--- src/rtl/clock_pkg.sv ---
// Shared definitions for the digital clock datapath: BCD digit widths, digit
// limits and the {tens, ones} pair used by the timebase, the hour stage and
// the display driver.
package clock_pkg;

    localparam int unsigned BCD_W  = 4;
    localparam int unsigned TENS_W = 3;

    localparam logic [BCD_W-1:0]  ONES_MAX = 4'd9;
    localparam logic [TENS_W-1:0] TENS_MAX = 3'd5;

    typedef struct packed {
        logic [TENS_W-1:0] tens;
        logic [BCD_W-1:0]  ones;
    } bcd_pair_t;

endpackage

--- src/rtl/mod_sixty_counter.sv ---
// Two-digit BCD counter 00..59, used for both seconds and minutes.
// Ports:
//   clockIn  in   rising-edge clock
//   reset    in   synchronous active-low reset (value -> 00)
//   inc      in   advance by one this edge (mod 60)
//   clr      in   force value to 00 this edge; wins over inc
//   ones     out  registered units digit, 0-9
//   tens     out  registered tens digit, 0-5
//   wrap     out  combinational: value is 59 and inc is asserted
module mod_sixty_counter
    import clock_pkg::*;
(
    input  logic              clockIn,
    input  logic              reset,
    input  logic              inc,
    input  logic              clr,
    output logic [BCD_W-1:0]  ones,
    output logic [TENS_W-1:0] tens,
    output logic              wrap
);

    bcd_pair_t val_q, val_d;
    logic      at_max;

    assign at_max = (val_q.tens == TENS_MAX) && (val_q.ones == ONES_MAX);
    assign wrap   = at_max && inc;
    assign ones   = val_q.ones;
    assign tens   = val_q.tens;

    always_comb begin
        // NOTE: default assignment first so every path drives val_d; a missing
        // else branch would otherwise infer a latch.
        val_d = val_q;
        if (clr) begin
            val_d = '0;
        end else if (inc) begin
            if (val_q.ones == ONES_MAX) begin
                val_d.ones = '0;
                val_d.tens = (val_q.tens == TENS_MAX) ? '0 : val_q.tens + TENS_W'(1);
            end else begin
                val_d.ones = val_q.ones + BCD_W'(1);
            end
        end
    end

    // NOTE: state registers use non-blocking assignments so every flop samples
    // the pre-edge values regardless of process ordering.
    always_ff @(posedge clockIn) begin
        if (!reset) begin
            val_q <= '0;
        end else begin
            val_q <= val_d;
        end
    end

endmodule

--- src/rtl/minute_second_timebase.sv ---
// Timebase feeding the hour counter: divides clockIn down to a 1 s tick and
// keeps mm:ss in BCD. hourAdv pulses when a seconds carry rolls minutes 59->00.
// Ports:
//   clockIn   in   system clock
//   reset     in   synchronous active-low reset
//   run       in   1 = prescaler counts, 0 = prescaler holds
//   incMin    in   pulse: minutes +1 (mod 60), seconds untouched
//   clrSec    in   pulse: prescaler and seconds cleared
//   secOnes/secTens/minOnes/minTens  out  registered BCD digits
//   secTick   out  registered pulse, coincident with each seconds increment
//   hourAdv   out  registered pulse, coincident with a carry-driven 59->00
module minute_second_timebase
    import clock_pkg::*;
#(
    parameter int unsigned DIV = 50000000
) (
    input  logic              clockIn,
    input  logic              reset,
    input  logic              run,
    input  logic              incMin,
    input  logic              clrSec,
    output logic [BCD_W-1:0]  secOnes,
    output logic [TENS_W-1:0] secTens,
    output logic [BCD_W-1:0]  minOnes,
    output logic [TENS_W-1:0] minTens,
    output logic              secTick,
    output logic              hourAdv
);

    localparam int unsigned    PW     = $clog2(DIV);
    localparam logic [PW-1:0]  P_LAST = PW'(DIV - 1);

    logic [PW-1:0] p_q, p_d;
    logic          tick;
    logic          sec_inc;
    logic          sec_wrap;
    logic          min_inc;
    logic          min_wrap;
    logic          sec_tick_q, sec_tick_d;
    logic          hour_adv_q, hour_adv_d;

    assign tick = run && (p_q == P_LAST);

    // clrSec suppresses the seconds step, so no carry (and no hourAdv) can
    // come out of a cleared cycle.
    assign sec_inc = tick && !clrSec;

    // Carry and incMin share one request: minutes move by exactly one.
    assign min_inc = sec_wrap || incMin;

    always_comb begin
        p_d = p_q;
        if (clrSec) begin
            p_d = '0;
        end else if (run) begin
            p_d = tick ? '0 : p_q + PW'(1);
        end
    end

    assign sec_tick_d = sec_inc;
    // Only a carry-driven wrap advances the hour; setting minutes never does.
    assign hour_adv_d = min_wrap && sec_wrap;

    always_ff @(posedge clockIn) begin
        if (!reset) begin
            p_q        <= '0;
            sec_tick_q <= 1'b0;
            hour_adv_q <= 1'b0;
        end else begin
            p_q        <= p_d;
            sec_tick_q <= sec_tick_d;
            hour_adv_q <= hour_adv_d;
        end
    end

    assign secTick = sec_tick_q;
    assign hourAdv = hour_adv_q;

    mod_sixty_counter u_seconds (
        .clockIn (clockIn),
        .reset   (reset),
        .inc     (sec_inc),
        .clr     (clrSec),
        .ones    (secOnes),
        .tens    (secTens),
        .wrap    (sec_wrap)
    );

    mod_sixty_counter u_minutes (
        .clockIn (clockIn),
        .reset   (reset),
        .inc     (min_inc),
        .clr     (1'b0),
        .ones    (minOnes),
        .tens    (minTens),
        .wrap    (min_wrap)
    );

endmodule

--- config.mk ---
export PLATFORM = sky130hd
export DESIGN_NAME = minute_second_timebase
export DESIGN_NICKNAME = d
export VERILOG_FILES = /design/src/rtl/clock_pkg.sv /design/src/rtl/mod_sixty_counter.sv /design/src/rtl/minute_second_timebase.sv
export SDC_FILE = /design/constraint.sdc
export NUM_CORES = 1
export LEC_CHECK = 0
export CAP_MARGIN = 10
export CORE_UTILIZATION = 52
export CTS_CLUSTER_SIZE = 20
export DETAILED_ROUTE_END_ITERATION = 7
export DONT_BUFFER_PORTS = 1
export HOLD_SLACK_MARGIN = 0.03
export MAX_ROUTING_LAYER = met4
export PLACE_DENSITY = 0.71
export SETUP_SLACK_MARGIN = 0.3
export SLEW_MARGIN = 40
export SYNTH_ARGS = -nofsm -noshare
export SYNTH_HDL_FRONTEND = slang
export SYNTH_HIERARCHICAL = 1
export SYNTH_SLANG_ARGS = --single-unit
export TNS_END_PERCENT = 50
--- constraint.sdc ---
create_clock -name clockIn -period 3.6 [get_ports clockIn]
set_input_delay 0.18 -clock clockIn [delete_from_list [all_inputs] [get_ports clockIn]]
set_output_delay 0.18 -clock clockIn [all_outputs]
set_load 0.005 [all_outputs]
# After elaboration in Yosys (flattened, before gate mapping)

Cells that the tools add are included.

Reduce and logical (&&, ||, !) cells: 12
Equality and inequality tests: 5
Bitwise operators: 1
Mux-type cells: 5
Add/sub/neg operators: 5

Operator list:

| kind                                                            | number |
|---|---|
| 26-bit by 1-bit adder with 26-bit output, second input constant | 1 |
| 26-bit == test, second input constant                           | 1 |
| 26-bit two-way mux                                              | 1 |
| 4-bit by 1-bit adder with 4-bit output, second input constant   | 2 |
| 4-bit == test, second input constant                            | 2 |
| 4-bit two-way mux                                               | 2 |
| 1-bit logical AND                                               | 7 |
| 3-bit by 1-bit adder with 3-bit output, second input constant   | 2 |
| 3-bit == test, second input constant                            | 2 |
| 3-bit two-way mux                                               | 2 |
| 2-bit AND reduction                                             | 2 |
| 2-bit OR reduction                                              | 1 |
| 1-bit zero test                                                 | 1 |
| 1-bit logical OR                                                | 1 |
| 1-bit NOT                                                       | 1 |

Input bits: 5
Output and inout port bits: 16
Register bits after elaboration: 42
Word-level logic and storage cells: 35

# Depth between registers and ports, before layout

Gate-level depths: netlist (run 1).

Depth after elaboration: 7
Depth in mapped cells: 11
Gate-level depth less buffers: 11

# Modules after synthesis

The synthesis (run 1) kept the hierarchy.

By module, submodules not included:

| module                 | area each (um2) | cells each | sequential area each (um2) | times used |
|---|---|---|---|---|
| minute_second_timebase | 1,410.1         | 167        | 560.5                      | 1 |
| mod_sixty_counter      | 335.3           | 35         | 140.1                      | 2 |

# Least setup slack after synthesis (run 1)

Ideal clock, no wire load.

Path type: register -> register
From: register p_q[0]
To: register u_minutes.val_q (netlist bit u_minutes/tens[2])
Slack: 0.440 ns
Data arrival time: 3.090 ns
Cell stages (with the launch flop): 12
Required time: 3.530 ns
Period minus slack after synthesis: 3.160 ns
Library setup time: 0.070 ns
Cell sequence: dfxtp_1 -> ha_1 -> nand3_1 -> or4b_1 -> or2_2 -> nor2_1 -> nand2_1 -> nor4_1 -> or2_2 -> nand2_1 -> or4b_1 -> a21oi_1

Longest elaborated chain between the ends: 6

Ends and longest elaborated chain:

| item                                 | line                         | text |
|---|---|---|
| start: declaration                   | minute_second_timebase.sv:33 | `logic [PW-1:0] p_q, p_d;` |
| start signal: assignment             | minute_second_timebase.sv:70 | `p_q <= p_d;` |
| 26-bit == test                       | minute_second_timebase.sv:42 | `assign tick = run && (p_q == P_LAST);` |
| 1-bit logical AND                    | minute_second_timebase.sv:42 |  |
| 1-bit logical AND                    | minute_second_timebase.sv:46 | `assign sec_inc = tick && !clrSec;` |
| net sec_inc                          | minute_second_timebase.sv:35 | `logic sec_inc;` |
| 1-bit logical AND                    | mod_sixty_counter.sv:26      | `assign wrap = at_max && inc;` |
| net sec_wrap                         | minute_second_timebase.sv:36 | `logic sec_wrap;` |
| 1-bit logical OR                     | minute_second_timebase.sv:49 | `assign min_inc = sec_wrap \|\| incMin;` |
| net min_inc                          | minute_second_timebase.sv:37 | `logic min_inc;` |
| 2-bit AND reduction (no source line) | --                           |  |
| end signal: assignment               | mod_sixty_counter.sv:52      | `val_q <= val_d;` |
| end: declaration                     | mod_sixty_counter.sv:22      | `bcd_pair_t val_q, val_d;` |

The timed path passes the listed nets, and every way through them passes these cells.
A chain may end at the register's enable or synchronous reset.

# Worst setup path in the final report (run 1)

From: register p_q[0]
To: register u_minutes.val_q (netlist bit u_minutes/tens[0])

Same word-level chain as after synthesis.

==> key figures, run 1 <==
Yosys
  • Synth area leaders: dfxtp_1, a21oi_1, xnor2_1
  • Sequential area share after synthesis: 0.404
  • Synth top area share: 0.404
  • Syn_area_per_cell: 8.78 um2
  • Post-Syn Area: 2080 um2
  • Cell count after synthesis: 237
  • Most common flop cell mapped by yosys: dfxtp_1
  • Async S/R FF share, synth: 0
  • YS warnings: 6
  • Yosys top cell by area: dfxtp_1
  • Yosys cell types: 40
  • Synth Register Bits: 42
  • Post-synth EDFFs: 0

Detailed routing
  • Routed wire length per instance: 14.5 um
  • DRT iter0 DRCs: 129
  • Via Count: 1747
  • Routed Wire Length: 4.25 mm
  • Routed vias/inst: 5.98
  • Antenna Nets Post-Route: 0
  • Residual DRC: 0
  • Pre-antenna DRT Iters: 4

Clock tree
  • Worst skew pair latency: 0.30 ns
  • CTS Sinks: 42
  • Root Buffer: clkbuf_8
  • CTS Buf Count: 5
  • Post-CTS Setup Bufs: 0
  • Max clock buf depth: 2
  • Worst-path clk slew: 0.08 ns
  • Htree depth: 2
  • CTS tree: built
  • Hold buffer count at cts: 0

Placement
  • Area after DPL: 2150 um2
  • Hpwl dp: 3.00 mm
  • Port Buf Inserts: 0
  • Pre-CTS setup slack: 0.251 ns
  • Final Wtd Congestion: 0.810

Status
  • Run status: completed

Global routing
  • Number of global-route vias before repair: 1556
  • Total GRT Usage: 0.224
  • Gr ovfl total: 0
  • Initial antenna violation count: 0
  • Largest net degree at the start of global routing: 24
  • First-pass GRT wire length: 7.11 mm

Layout
  • Share of layout cells above drive strength 1: 0.131
  • Nets: 250
  • Reg area: 846 um2
  • Multi-input gate area: 1220 um2
  • Finished Cell Area: 2290 um2
  • Area growth, synth to finish: 10.2%
  • Fin util: 0.612
  • Antenna diode count: 0
  • Filler instances: 349

Worst setup path
  • Crit start category: flip-flop
  • Highest cell delay on the worst timing path: 0.57 ns
  • Setup CP Type: reg2reg
  • Critical path buffers and inverters: 0
  • Slowest CP cell: or4b_4
  • CP Capture Type: flip-flop
  • Crit-path cells: ha_1, nand3_1, or4b_4, or2_2, nor2_4, nand2_1, nor4_4, or2_4, nand2_2, or4_1, a21oi_1
  • Critical path required time: 3.83 ns
  • WP data arrival: 3.36 ns
  • Worst-path maximum fanout: 10
  • Largest delay contributor family on the critical path: simple AND/OR/NAND/NOR gates

STA
  • Final hold slack: 0.0489 ns
  • Setup-failing EPs final: 0
  • Tmin final: 3.13 ns
  • Final max-slew violation count: 0
  • Final worst setup slack: 0.471 ns
  • RSZ-0062 raised after global routing: false
  • Fin. Hold Viols: 0
  • Top achievable clock speed: 0.320 GHz
  • Clock Skews: 0.00803 ns
  • Total Negative Setup Slacks: 0 ns
  • Period utilization: 0.869

Floorplanning
  • Row count: 22
  • CORE AREA: 3740 um2
  • Ports: 21
  • Die Span Y: 65.3 um
  • Starting density of the core: 0.556
  • Die area: 4260 um2
  • Die W: 65.3 um

Power and ir drop
  • Pwr dens: 373 nW/um2
  • Leakage: 0.647 nW
  • VDD IR-drop max: 0.191 mV

Hold path
  • Worst hold path type: in2reg

Job
  • Max_cap viols: 0
sequential cells by signal, summed over array words and instances, names as in the netlist:
signal and count:
hourAdv 1, p_q 26, secTick 1, u_minutes/ones 4, u_minutes/tens 3, u_seconds/ones 4
u_seconds/tens 3
power by group:
| group | internal [mW] | switching [mW] |
|---|---|---|
| Clock | 0.207 | 0.164 |
| Combinational | 0.00621 | 0.0111 |
| Sequential | 0.465 | 0.00251 |
| Total | 0.678 | 0.178 |
through the flow:
step	instances	total power, mW
CTS	292	0.863
floorplan	238	0.493
detailed placement	284	0.495
global placement	284	0.496
finish	292	0.856
global route	292	0.888
worst paths after layout:
kind | from | to | slack [ns] | cells after the start
min reg2reg | p_q[25] | p_q[25] | 0.49 | 2
max reg2reg | p_q[0] | u_minutes/tens[0] | 0.47 | 11
max | p_q[0] | u_minutes/tens[0] | 0.47 | 11
min | reset | hourAdv | 0.05 | 1
synth_stat cells (2+ instances only):
master     number
nand3_1         7
xor2_1          6
o32ai_1         2
dfxtp_1        42
buf_2           4
a21oi_1        22
nor4_1          3
or4b_1          4
nor4b_1         2
nor3_1          4
or2_2           2
or4_1          11
and3_2          2
nor2_1         22
o21ai_0         8
and4_1          5
mux2_2          2
nand2b_1        5
nand2_1        18
and3_1          3
nand3b_1        2
o31ai_1        10
or3b_2          3
inv_1           8
or3_1           4
nand4_1        11
nand4bb_4       2
ha_1            2
xnor2_1        10
final cells by class:
type,instances,area share
inverters,8,0.0131
flip-flops and latches,42,0.369
well taps,48,0.0262
clock inverters,2,0.0164
clock buffers,6,0.0317
repair buffers,4,0.0131
multi-input cells,182,0.531
repair_timing:
action	CTS	global route
resized for setup	3	7
endpoints found under the setup margin	4	6
pin swaps	0	2
layout by cell type, fill, tap and decap left out, types with 3 or more instances in the layout:
master	Yosys	final
buf_4	0	4
xor2_1	6	6
nand3_1	7	7
nor3_1	4	4
o21ai_0	8	8
o31ai_1	10	10
or3_1	4	4
inv_1	8	8
and4_1	5	5
and3_1	3	3
or4_1	11	11
nor2_1	22	21
clkbuf_8	0	5
or3b_2	3	3
or4b_1	4	3
nand2b_1	5	5
nand2_1	18	17
xnor2_1	10	10
a21oi_1	22	22
dfxtp_1	42	40
nand4_1	11	11
logic make-up (layout without fill, tap and decap cells):
family,after synthesis,count (layout),share of synthesized area
xor gates and xnor gates,16,16,0.0673
and+or+nand+nor,113,113,0.339
AOI/OAI and AO/OA,47,47,0.137
DFF,42,42,0.404
other,1,2,0.00180
adders and majority gates,2,2,0.0120
buffers and inverters,14,20,0.0283
muxes,2,2,0.0108
routing by layer:
layer | up-vias | share of wire | track usage
li1 | 893 | - | -
met4 | 0 | 0.011 | 0.0870
met3 | 5 | 0.041 | 0.0625
met2 | 28 | 0.47 | 0.325
met1 | 821 | 0.48 | 0.295
met5 | - | 0 | -
Note: power is estimated with default switching activity, not from simulation.
==> run 2: changes to the inputs <==
--- a/config.mk
+++ b/config.mk
@@ -6,6 +6,7 @@
 export NUM_CORES = 1
 export LEC_CHECK = 0
 export CAP_MARGIN = 10
+export CORE_ASPECT_RATIO = 1.5
 export CORE_UTILIZATION = 52
 export CTS_CLUSTER_SIZE = 20
 export DETAILED_ROUTE_END_ITERATION = 7
==> key figures, run 2 (synthesis results as in run 1) <==
Floorplanning
  • CORE AREA: 3750 um2 (was 3740 um2)
  • Die Span Y: 79.5 um (was 65.3 um)
  • Ports: 21 (unchanged)
  • Die area: 4260 um2 (about the same)
  • Row count: 27 (was 22)
  • Starting density of the core: 0.555 (was 0.556)
  • Die W: 53.7 um (was 65.3 um)

Worst setup path
  • Crit-path cells: ha_1, nand3_1, or4b_4, or2_2, nor2_2, nand2_1, nor4_4, or2_4, nand2_2, or4b_1, a21oi_1 (was ha_1, nand3_1, or4b_4, or2_2, nor2_4, nand2_1, nor4_4, or2_4, nand2_2, or4_1, a21oi_1)
  • Worst-case reg-to-reg path depth: 11 (unchanged)
  • Crit start category: flip-flop (unchanged)
  • Slowest CP cell: or4b_4 (unchanged)
  • Critical path required time: 3.83 ns (about the same)
  • Worst-path maximum fanout: 10 (unchanged)
  • Setup CP Type: reg2reg (unchanged)
  • Highest cell delay on the worst timing path: 0.57 ns (about the same)
  • WP data arrival: 3.32 ns (was 3.36 ns)
  • CP Capture Type: flip-flop (unchanged)

Clock tree
  • Post-CTS Setup Bufs: 0 (unchanged)
  • Worst-path clk slew: 0.08 ns (about the same)
  • CTS Sinks: 42 (unchanged)
  • Root Buffer: clkbuf_8 (unchanged)
  • CTS Buf Count: 5 (unchanged)
  • Worst skew pair latency: 0.30 ns (about the same)
  • Htree depth: 2 (unchanged)
  • Max clock buf depth: 2 (unchanged)
  • CTS tree: built (unchanged)

Detailed routing
  • Routed wire length per instance: 15.0 um (was 14.5 um)
  • Antenna Nets Post-Route: 0 (unchanged)
  • Via Count: 1740 (was 1747)
  • DRT iter0 DRCs: 69 (was 129)
  • Residual DRC: 0 (unchanged)
  • Routed Wire Length: 4.31 mm (was 4.25 mm)
  • Pre-antenna DRT Iters: 4 (unchanged)
  • Routed vias/inst: 6.04 (was 5.98)

Power and ir drop
  • Logic pwr share: 0.023 (was 0.020)
  • Leakage: 0.648 nW (was 0.647 nW)
  • VDD IR-drop max: 0.290 mV (was 0.191 mV)
  • Share of power burned in the clock network: 0.394 (was 0.433)
  • Int Pwr: 0.627 mW (was 0.678 mW)
  • Pwr dens: 354 nW/um2 (was 373 nW/um2)
  • Switch Pwr: 0.175 mW (was 0.178 mW)
  • Sequential power share: 0.583 (was 0.547)
  • Sw Ratio: 0.218 (was 0.207)

Global routing
  • Total GRT Usage: 0.241 (was 0.224)
  • Largest net degree at the start of global routing: 13 (was 24)
  • Initial antenna violation count: 0 (unchanged)
  • First-pass GRT wire length: 7.27 mm (was 7.11 mm)
  • Gr ovfl total: 0 (unchanged)
  • Number of global-route vias before repair: 1601 (was 1556)

Hold path
  • Worst hold path type: in2reg (unchanged)
  • Hold path depth: 1 (unchanged)

STA
  • Final worst setup slack: 0.509 ns (was 0.471 ns)
  • Fin. Hold Viols: 0 (unchanged)
  • Tmin final: 3.09 ns (was 3.13 ns)
  • Top achievable clock speed: 0.324 GHz (was 0.320 GHz)
  • RSZ-0062 raised after global routing: false (unchanged)
  • Final hold slack: 0.0359 ns (was 0.0489 ns)
  • Setup-failing EPs final: 0 (unchanged)
  • Period utilization: 0.858 (was 0.869)
  • Total Negative Setup Slacks: 0 ns (unchanged)
  • Final max-slew violation count: 0 (unchanged)
  • Clock Skews: 0.00599 ns (was 0.00803 ns)

Layout
  • Fin util: 0.605 (was 0.612)
  • Share of layout cells above drive strength 1: 0.135 (was 0.131)
  • Multi-input gate area: 1210 um2 (was 1220 um2)
  • Commonest non-fill, non-tap cells in the layout: dfxtp_1, a21oi_1, nor2_1 (unchanged)
  • Filler instances: 341 (was 349)
  • Max reg flops: 26 (unchanged)
  • Antenna diode count: 0 (unchanged)
  • Reg area: 843 um2 (was 846 um2)
  • Reg with most FFs: p_q (unchanged)
  • Area growth, synth to finish: 8.96% (was 10.2%)
  • Nets: 251 (was 250)
  • Commonest non-fill, non-tap cell in the layout: dfxtp_1 (unchanged)

Placement
  • Port Buf Inserts: 0 (unchanged)
  • Hpwl dp: 3.15 mm (was 3.00 mm)
  • Pre-CTS setup slack: 0.259 ns (was 0.251 ns)
  • Final Wtd Congestion: 0.789 (was 0.810)

Job
  • Max_cap viols: 0 (unchanged)

Status
  • Run status: completed (unchanged)
## run 2: changes by cell type in the layout (fill, tap and decap cells not counted)
cell	previous run	this run
nor2_2	0	1
clkinvlp_4	1	0
clkbuf_8	5	6
buf_4	4	5
nor2_4	1	0
bufinv_16	1	0
dfxtp_4	1	0
dfxtp_2	1	2
clkinv_2	0	1
## run 2: cell type report
class,count,area share
clock buffer,7,0.0381
clock inverter,1,0.00221
inverter,8,0.0132
multi-input combinational,182,0.534
sequential,42,0.372
tap,43,0.0237
timing repair buffer,5,0.0166
## run 2: worst paths after layout
path / start / end / slack, ns
setup / recovery: p_q[0] / u_minutes/tens[2] / 0.51
hold / removal: reset / hourAdv / 0.04
setup reg to reg: p_q[0] / u_minutes/tens[2] / 0.51
hold reg to reg: p_q[25] / p_q[25] / 0.49
## run 2: per-layer routing
metal / GRT usage / wire length (um) / vias to the layer above
met4: 0.0947 / 73 / 0
met5: - / 0 / -
met1: 0.250 / 1790 / 818
met3: 0.0610 / 150 / 7
met2: 0.419 / 2290 / 28
li1: - / - / 887
## run 2: timing repair
action                                  in CTS  in global routing
hold buffers                                 0                  0
endpoints found under the setup margin       4                  4
gates resized for setup                      3                  5
## run 2: critical path: cells and delay by family, from the launching register on
kind | cells | cell delay [ns]
AND/OR/NAND/NOR | 9 | 2.28
AO/OA/AOI/OAI | 1 | 0.15
adder cells (fa/ha/maj) | 1 | 0.20
flip-flops | 1 | 0.39
## run 2: through the flow
step / instances / power (mW) / cell area, um2
finish: 288 / 0.803 / 2270
global route: 288 / 0.832 / 2270
CTS: 288 / 0.808 / 2250
detailed placement: 280 / 0.497 / 2150
global placement: 280 / 0.496 / 2150
floorplan: 238 / 0.493 / 2080
## run 2: power by group through the flow
stage / clock network [mW] / logic (mW) / registers [mW]
floorplan: 0 / 0.0145 / 0.478
global placement: 0 / 0.0176 / 0.479
detailed placement: 0 / 0.0178 / 0.479
CTS: 0.322 / 0.0178 / 0.468
global route: 0.343 / 0.0203 / 0.469
finish: 0.316 / 0.0182 / 0.468
==> run 3: changes to the inputs <==
--- a/config.mk
+++ b/config.mk
@@ -13,7 +13,7 @@
 export DONT_BUFFER_PORTS = 1
 export HOLD_SLACK_MARGIN = 0.03
 export MAX_ROUTING_LAYER = met4
-export PLACE_DENSITY = 0.71
+export PLACE_DENSITY = 0.67
 export SETUP_SLACK_MARGIN = 0.3
 export SLEW_MARGIN = 40
 export SYNTH_ARGS = -nofsm -noshare
==> key figures, run 3 (synthesis results as in run 1) <==
Floorplanning
  • Die area: 4260 um2 (unchanged)
  • Die Span Y: 79.5 um (unchanged)
  • Row count: 27 (unchanged)
  • Starting density of the core: 0.555 (unchanged)
  • CORE AREA: 3750 um2 (unchanged)
  • Ports: 21 (unchanged)
  • Die W: 53.7 um (unchanged)

Power and ir drop
  • VDD IR-drop max: 0.364 mV (was 0.290 mV)
  • Switch Pwr: 0.175 mW (about the same)
  • Logic pwr share: 0.020 (was 0.023)
  • Pwr dens: 377 nW/um2 (was 354 nW/um2)
  • Sw Ratio: 0.205 (was 0.218)
  • Share of power burned in the clock network: 0.432 (was 0.394)
  • Leakage: 0.645 nW (was 0.648 nW)
  • Sequential power share: 0.548 (was 0.583)
  • Int Pwr: 0.679 mW (was 0.627 mW)

Placement
  • Port Buf Inserts: 0 (unchanged)
  • Area after DPL: 2140 um2 (was 2150 um2)
  • Final Wtd Congestion: 0.842 (was 0.789)
  • Placed cells: 279 (was 280)
  • Hpwl dp: 3.34 mm (was 3.15 mm)

Worst setup path
  • CP Capture Type: flip-flop (unchanged)
  • Critical path required time: 3.83 ns (about the same)
  • Setup CP Type: reg2reg (unchanged)
  • WP data arrival: 3.33 ns (was 3.32 ns)
  • Crit start category: flip-flop (unchanged)
  • Worst-path maximum fanout: 10 (unchanged)

Status
  • Run status: completed (unchanged)

Clock tree
  • Worst-path clk slew: 0.08 ns (about the same)
  • Max clock buf depth: 2 (unchanged)
  • Worst skew pair latency: 0.29 ns (was 0.30 ns)
  • CTS Sinks: 42 (unchanged)
  • Htree depth: 2 (unchanged)
  • CTS tree: built (unchanged)
  • CTS Buf Count: 5 (unchanged)
  • Root Buffer: clkbuf_8 (unchanged)

Detailed routing
  • Routed vias/inst: 6.21 (was 6.04)
  • Routed wire length per instance: 15.5 um (was 15.0 um)
  • Max layer used: met4 (unchanged)
  • Via Count: 1782 (was 1740)
  • Pre-antenna DRT Iters: 6 (was 4)
  • Met2 wire length: 2.58 mm (was 2.29 mm)
  • Routed Wire Length: 4.46 mm (was 4.31 mm)
  • Routed wl met3: 120 um (was 150 um)
  • Antenna Nets Post-Route: 0 (unchanged)
  • Residual DRC: 0 (unchanged)
  • M1 WL: 1.70 mm (was 1.79 mm)
  • DRT iter0 DRCs: 43 (was 69)

Layout
  • Nets: 250 (was 251)
  • Commonest non-fill, non-tap cells in the layout: dfxtp_1, a21oi_1, nor2_1 (unchanged)
  • Reg with most FFs: p_q (unchanged)
  • Cell Count, Final, Fillers Out: 287 (was 288)
  • Max reg flops: 26 (unchanged)
  • Antenna diode count: 0 (unchanged)
  • Commonest non-fill, non-tap cell in the layout: dfxtp_1 (unchanged)
  • Fin util: 0.605 (unchanged)
  • Share of layout cells above drive strength 1: 0.131 (was 0.135)
  • Finished Cell Area: 2270 um2 (unchanged)
  • Area growth, synth to finish: 8.96% (unchanged)

STA
  • Tmin final: 3.11 ns (was 3.09 ns)
  • Total Negative Setup Slacks: 0 ns (unchanged)
  • Clock Skews: 0.00552 ns (was 0.00599 ns)
  • Fin. Hold Viols: 0 (unchanged)
  • Final hold slack: 0.0420 ns (was 0.0359 ns)
  • RSZ-0062 raised after global routing: false (unchanged)
  • Top achievable clock speed: 0.322 GHz (was 0.324 GHz)
  • Setup-failing EPs final: 0 (unchanged)
  • Final max-slew violation count: 0 (unchanged)
  • Period utilization: 0.863 (was 0.858)

Global routing
  • Initial antenna violation count: 0 (unchanged)
  • Total GRT Usage: 0.240 (was 0.241)
  • First-pass GRT wire length: 7.36 mm (was 7.27 mm)
  • Number of global-route vias before repair: 1733 (was 1601)
  • Largest net degree at the start of global routing: 14 (was 13)
  • Gr ovfl total: 0 (unchanged)

Job
  • Max_cap viols: 0 (unchanged)

Hold path
  • Worst hold path type: in2reg (unchanged)
[run 3: cell types whose count changed in the layout (fill, tap and decap cells not counted)]
cell,before,now
buf_4,5,4
bufinv_16,0,1
clkbuf_8,6,5
clkinv_2,1,0
clkinvlp_4,0,1
nor4_2,0,1
nor4_4,1,0
or2_2,1,2
or2_4,1,0
[run 3: power groups by stage]
stage	Combinational [mW]	Sequential [mW]	Clock, mW
after floorplan	0.0145	0.478	0
after global placement	0.0167	0.479	0
after detailed placement	0.0175	0.479	0
after CTS	0.0176	0.468	0.376
after global routing	0.0195	0.468	0.395
final	0.0174	0.468	0.369
[run 3: critical path, stage by stage, from the launching register on]
cell and delay, ns:
dfxtp_2 0.39, ha_1 0.20, nand3_1 0.10, or4b_4 0.57, or2_2 0.31, nor2_2 0.13
nand2_1 0.11, nor4_2 0.24, or2_2 0.19, nand2_2 0.12, or4b_1 0.51, a21oi_1 0.15
[run 3: path summary, 6_finish.rpt]
kind                            startpoint  slack (ns)           endpoint  cells past startpoint
worst max-delay path                p_q[0]        0.49  u_minutes/tens[2]                     11
worst min-delay path                 reset        0.04            hourAdv                      1
worst max register to register      p_q[0]        0.49  u_minutes/tens[2]                     11
worst min register to register     p_q[25]        0.49            p_q[25]                      2
[run 3: stage by stage]
stage	worst slack (ns)	power (mW)
2_1_floorplan	0.440	0.493
3_3_place_gp	0.344	0.495
3_5_place_dp	0.232	0.496
4_1_cts	0.337	0.862
5_1_grt	0.330	0.883
6_report	0.493	0.854
[run 3: layer usage]
layer,GRT usage,vias to the layer above
met1,0.225,865
met4,0.0868,0
li1,-,888
met3,0.0571,6
met5,-,-
met2,0.448,23
[run 3: layout make-up]
class                   instances  area [um2]
multi-input cells             182        1200
inverters                       8        30.0
repair buffers                  4        30.0
well taps                      43        53.8
fillers                       354        1480
clock buffers                   6        72.6
clock inverters                 2        37.5
flip-flops and latches         42         843
[run 3: what timing repair did]
action | 4_1_cts | 5_1_grt
setup endpoints to repair | 4 | 4
pin swaps | 0 | 0
hold buffers | 0 | 0
gates resized for setup | 3 | 3
setup buffers | 0 | 0
